**config.mk**
```make
export PLATFORM = sky130hd
export DESIGN_NAME = uart_tx_arbiter
export DESIGN_NICKNAME = d
export VERILOG_FILES = /design/src/rtl/uart_tx_arbiter.sv
export SDC_FILE = /design/constraint.sdc
export NUM_CORES = 1
export LEC_CHECK = 0
export CORE_ASPECT_RATIO = 1.5
export CORE_MARGIN = 3
export CORE_UTILIZATION = 43
export DETAILED_ROUTE_END_ITERATION = 6
export PLACE_DENSITY = 0.79
export SLEW_MARGIN = 25
export SYNTH_ARGS = -nofsm -noshare
export SYNTH_HDL_FRONTEND = slang
export SYNTH_SLANG_ARGS = --single-unit
```
**constraint.sdc**
```tcl
create_clock -name enable_i -period 2.15 [get_ports enable_i]
set_clock_uncertainty 0.05 [all_clocks]
set_input_delay 0.3225 -clock enable_i [delete_from_list [all_inputs] [get_ports enable_i]]
set_output_delay 0.3225 -clock enable_i [all_outputs]
set_load 0.02 [all_outputs]
```
**src/rtl/uart_tx_arbiter.sv**
```systemverilog
// Round-robin arbiter that locks one UART transmitter to a single message source per message.
// Define UART_TX_ARB_TIMEOUT_EN to add the GO/WAIT watchdog and the sticky timeout_err_o flag.
module uart_tx_arbiter #(
    parameter int unsigned NUM_REQ        = 4,
    parameter int unsigned GAP_CYCLES     = 50,
    parameter int unsigned TIMEOUT_CYCLES = 100000
) (
    input  logic                       enable_i,      // clock, rising edge
    input  logic                       reset_i,
    input  logic [NUM_REQ-1:0]         req_i,
    input  logic [8*NUM_REQ-1:0]       req_data_i,
    input  logic [NUM_REQ-1:0]         req_last_i,
    output logic [NUM_REQ-1:0]         ack_o,
    input  logic                       tx_empty_i,
    output logic                       xmit_go_o,
    output logic [7:0]                 tx_data_o,
    output logic [$clog2(NUM_REQ)-1:0] owner_o,
    output logic                       busy_o,
    output logic                       timeout_err_o
);

    localparam int unsigned OW = $clog2(NUM_REQ);
    localparam int unsigned GW = (GAP_CYCLES > 0) ? $clog2(GAP_CYCLES + 1) : 1;
    localparam logic [GW-1:0] GAP_LOAD = GW'(GAP_CYCLES);

    typedef enum logic [2:0] {StIdle, StLoad, StGo, StWait, StGap} state_e;

    state_e              state_q;
    logic [OW-1:0]       ptr_q;
    logic [OW-1:0]       owner_q;
    logic                xmit_q;
    logic [7:0]          data_q;
    logic [NUM_REQ-1:0]  ack_q;
    logic                busy_q;
    logic                last_q;
    logic [GW-1:0]       gap_q;
    logic [OW-1:0]       ptr_d;

`ifdef UART_TX_ARB_TIMEOUT_EN
    localparam int unsigned TW = $clog2(TIMEOUT_CYCLES + 1);
    logic [TW-1:0] wd_q;
    logic          tmo_q;
`endif

    // First requester at or above the priority pointer, wrapping around.
    logic [OW-1:0] pick_idx;
    logic          pick_vld;
    logic [OW:0]   cand;

    always_comb begin
        pick_vld = 1'b0;
        pick_idx = '0;
        cand     = '0;
        for (int unsigned i = 0; i < NUM_REQ; i++) begin
            cand = {1'b0, ptr_q} + (OW+1)'(i);
            if (cand >= (OW+1)'(NUM_REQ)) begin
                cand = cand - (OW+1)'(NUM_REQ);
            end
            if (!pick_vld && req_i[cand[OW-1:0]]) begin
                pick_vld = 1'b1;
                pick_idx = cand[OW-1:0];
            end
        end
    end

    always_comb begin
        ptr_d = (owner_q == OW'(NUM_REQ - 1)) ? '0 : owner_q + OW'(1);
    end

    always_ff @(posedge enable_i) begin
        if (reset_i) begin
            state_q <= StIdle;
            ptr_q   <= '0;
            owner_q <= '0;
            xmit_q  <= 1'b0;
            data_q  <= 8'h00;
            ack_q   <= '0;
            busy_q  <= 1'b0;
            last_q  <= 1'b0;
            gap_q   <= '0;
`ifdef UART_TX_ARB_TIMEOUT_EN
            wd_q    <= '0;
            tmo_q   <= 1'b0;
`endif
        end else begin
            ack_q <= '0;
`ifdef UART_TX_ARB_TIMEOUT_EN
            wd_q  <= '0;
`endif
            unique case (state_q)
                StIdle: begin
                    if (pick_vld) begin
                        owner_q <= pick_idx;
                        busy_q  <= 1'b1;
                        state_q <= StLoad;
                    end
                end
                StLoad: begin
                    if (!req_i[owner_q]) begin
                        gap_q   <= GAP_LOAD;
                        state_q <= StGap;
                    end else begin
                        data_q  <= req_data_i[8*owner_q +: 8];
                        last_q  <= req_last_i[owner_q];
                        xmit_q  <= 1'b1;
                        state_q <= StGo;
                    end
                end
                StGo: begin
                    if (!tx_empty_i) begin
                        xmit_q         <= 1'b0;
                        ack_q[owner_q] <= 1'b1;
                        state_q        <= StWait;
                    end
`ifdef UART_TX_ARB_TIMEOUT_EN
                    else if (wd_q == TW'(TIMEOUT_CYCLES - 1)) begin
                        xmit_q  <= 1'b0;
                        tmo_q   <= 1'b1;
                        gap_q   <= GAP_LOAD;
                        state_q <= StGap;
                    end else begin
                        wd_q <= wd_q + TW'(1);
                    end
`endif
                end
                StWait: begin
                    if (tx_empty_i) begin
                        if (last_q) begin
                            gap_q   <= GAP_LOAD;
                            state_q <= StGap;
                        end else begin
                            state_q <= StLoad;
                        end
                    end
`ifdef UART_TX_ARB_TIMEOUT_EN
                    else if (wd_q == TW'(TIMEOUT_CYCLES - 1)) begin
                        tmo_q   <= 1'b1;
                        gap_q   <= GAP_LOAD;
                        state_q <= StGap;
                    end else begin
                        wd_q <= wd_q + TW'(1);
                    end
`endif
                end
                StGap: begin
                    if (gap_q == '0) begin
                        ptr_q   <= ptr_d;
                        busy_q  <= 1'b0;
                        state_q <= StIdle;
                    end else begin
                        gap_q <= gap_q - GW'(1);
                    end
                end
                default: state_q <= StIdle;
            endcase
        end
    end

    assign ack_o     = ack_q;
    assign xmit_go_o = xmit_q;
    assign tx_data_o = data_q;
    assign owner_o   = owner_q;
    assign busy_o    = busy_q;

`ifdef UART_TX_ARB_TIMEOUT_EN
    assign timeout_err_o = tmo_q;
`else
    assign timeout_err_o = 1'b0;
`endif

endmodule
```
==> metrics.txt <==
#FFs+latches synth 28; share of cells above drive strength 1 between 10% and 20%; die span in x ~54 um; ys async rst share 0%; core box area between 3000 and 4000 um^2; initial antenna violation count 0; CTS tree yes; Port Buffer Count just under 60; Num CTS Buffers 3; Post-Place Cell Area between 2000 and 2500 um^2; # fillers about 280; DRT Pass-1 Iters 4; DR vias around 1,400; RSZ-0062 raised after global routing false; H-tree depth 1; clk sink count 28; Period minus WS final about 1900 ps; worst skew pair latency about 260 ps; Mapped Cells approximately 160; WS Path Type flop to flop; P per Cell Area ~740 nW/um^2; vias in the first global route 1,504; hpwl dp approximately 3200 um; IO Count 60; clk slew on worst S/H paths roughly 90 ps; worst-case clock buffer depth 2; DRT iter0 DRCs 36; f_max about 540 MHz; Synth-to-Final Area Change 43.6%; CP Capture Type flop; Rel. slew slack between 60% and 70%; CTS Root Cell clkbuf_8; number of synthesized flops with an enable pin 0; Via density between 5 and 6; pin count of the biggest net entering global routing 16; drt drc 0; Final Slew Violations 0; Post-Route WL 3860 um; Rows 25; wire length per cell 15.0 um; Synthesis Warnings 0; Primary FF master, synth dfxtp_1; Setup TNS Final 0 ps; status finished clean; reg2reg path depth 6; first-pass GRT wire length 6440 um; Total Nets Final between 200 and 300; post-route antenna net violation count 0; ant diodes 0; syn avg cell area between 9 and 10 um^2; Final Hold Viols 0; initial core utilization a little under half; post-synthesis sequential area ratio 37.0%; die area approximately 4300 um^2; Netlist cell types 45; Worst EP arrival approximately 2000 ps; max_cap viols 0; final setup fails 0; Synthesized Nets between 200 and 250; most common cell after layout, fill and taps aside clkdlybuf4s50_1; hold buffer count at CTS 0; worst min-delay path class flop to flop; Least-Margin Pin Slew about 530 ps; fin area 2170 um^2; Total Power between 1.5 and 2 mW; total grt overflow 0; Post-Syn Area about 1500 um^2; Die Y approximately 79 um; IR drop worst, VDD about 0.44 mV; gpl congestion between 0.8 and 0.9; CP startpoint kind flop; Period Utilization, post-route between 80% and 90%; Worst EP required 2290 ps; Critical Path Fanout Max 4; most frequent cells in the layout 58 x clkdlybuf4s50_1, 30 x nand2_1, 28 x dfxtp_1, 15 x a21oi_1, 10 x mux4_2; Pleak 0.761 nW; Post-CTS Setup Repair Bufs 0; hold depth 2; gr usage total just under 20%; Resized Gates After CTS 0
[area by class of cell]
type	count	area, um^2	share of cell area (%)
multi-input cells	117	878	40.4
well taps	40	50.0	2.30
flip-flops and latches	28	561	25.8
clock buffers	3	41.3	1.90
inverters	7	26.3	1.21
repair buffers	63	618	28.4
[worst max-delay path, cell delays in order (launching register included)]
cell and delay [ps]:
dfxtp_1 340, inv_1 80, ha_1 210, nor2b_1 340, nand3_1 260, or3_1 370, a21oi_1 140
[routing by layer]
metal	GRT usage [%]	wire length, um	share of wire, %
met2	36.8	2170	56
met3	3.42	196	5.1
met1	21.6	1440	37
met4	5.74	53	1.4
met5	0	0	0
[power breakdown]
group          internal [mW]  switching [mW]
Clock                  0.125           0.141
Combinational          0.336           0.320
Sequential             0.599          0.0878
[Yosys cell counts (all sizes together) (2+ instances only)]
cell    count  area share (%)
o21ai       4             1.3
buf         6             2.5
a31oi       3             1.2
mux4       10              15
o31ai       2            0.99
nor2        5             1.2
dfxtp      28              37
o21bai      2            0.99
nand2      30             7.4
a21oi      16             5.5
nor3        5             2.0
nand3b      2            0.99
nor2b       4             1.7
clkbuf      3            0.74
nor3b       2             1.3
nand3       2            0.66
inv         7             1.7
and2        5             2.1
ha          5             4.1
[sequential cells by signal, indices dropped and copies added, names as in the netlist]
signal / cells
xmit_go_o: 1
tx_data_o: 8
busy_o: 1
state_q: 3
ptr_q: 2
last_q: 1
gap_q: 6
owner_o: 2
ack_o: 4
[logic make-up (layout without fill, tap and decap cells)]
| group | Yosys count | after routing | synth area share, % |
|---|---|---|---|
| AND/OR/NAND/NOR | 61 | 61 | 20.7 |
| other | 1 | 1 | 0.248 |
| AO/OA/AOI/OAI | 39 | 39 | 17.4 |
| adder cells (fa/ha/maj) | 5 | 5 | 4.13 |
| multiplexers | 11 | 11 | 15.5 |
| flip-flops | 28 | 28 | 37.0 |
| buffers and inverters | 16 | 73 | 4.96 |
[metrics by stage]
stage | hold WS, ps | instances | setup WS (ps) | utilization [%]
after global routing | 434 | 258 | 123 | 66.8
final | 407 | 258 | 288 | 66.8
after detailed placement | 397 | 255 | 78.2 | 65.6
after floorplan | 396 | 161 | 373 | -
after CTS | 408 | 258 | 269 | 66.8
after global placement | 393 | 255 | 124 | 65.6
[path summary, 6_finish.rpt]
path | slack [ps] | from | endpoint
min reg2reg | 410 | tx_data_o[1] | tx_data_o[1]
min | 410 | tx_data_o[1] | tx_data_o[1]
max reg2reg | 290 | gap_q[0] | ptr_q[0]
max | 290 | gap_q[0] | ptr_q[0]
No activity file was read; power rests on OpenSTA's default activity.
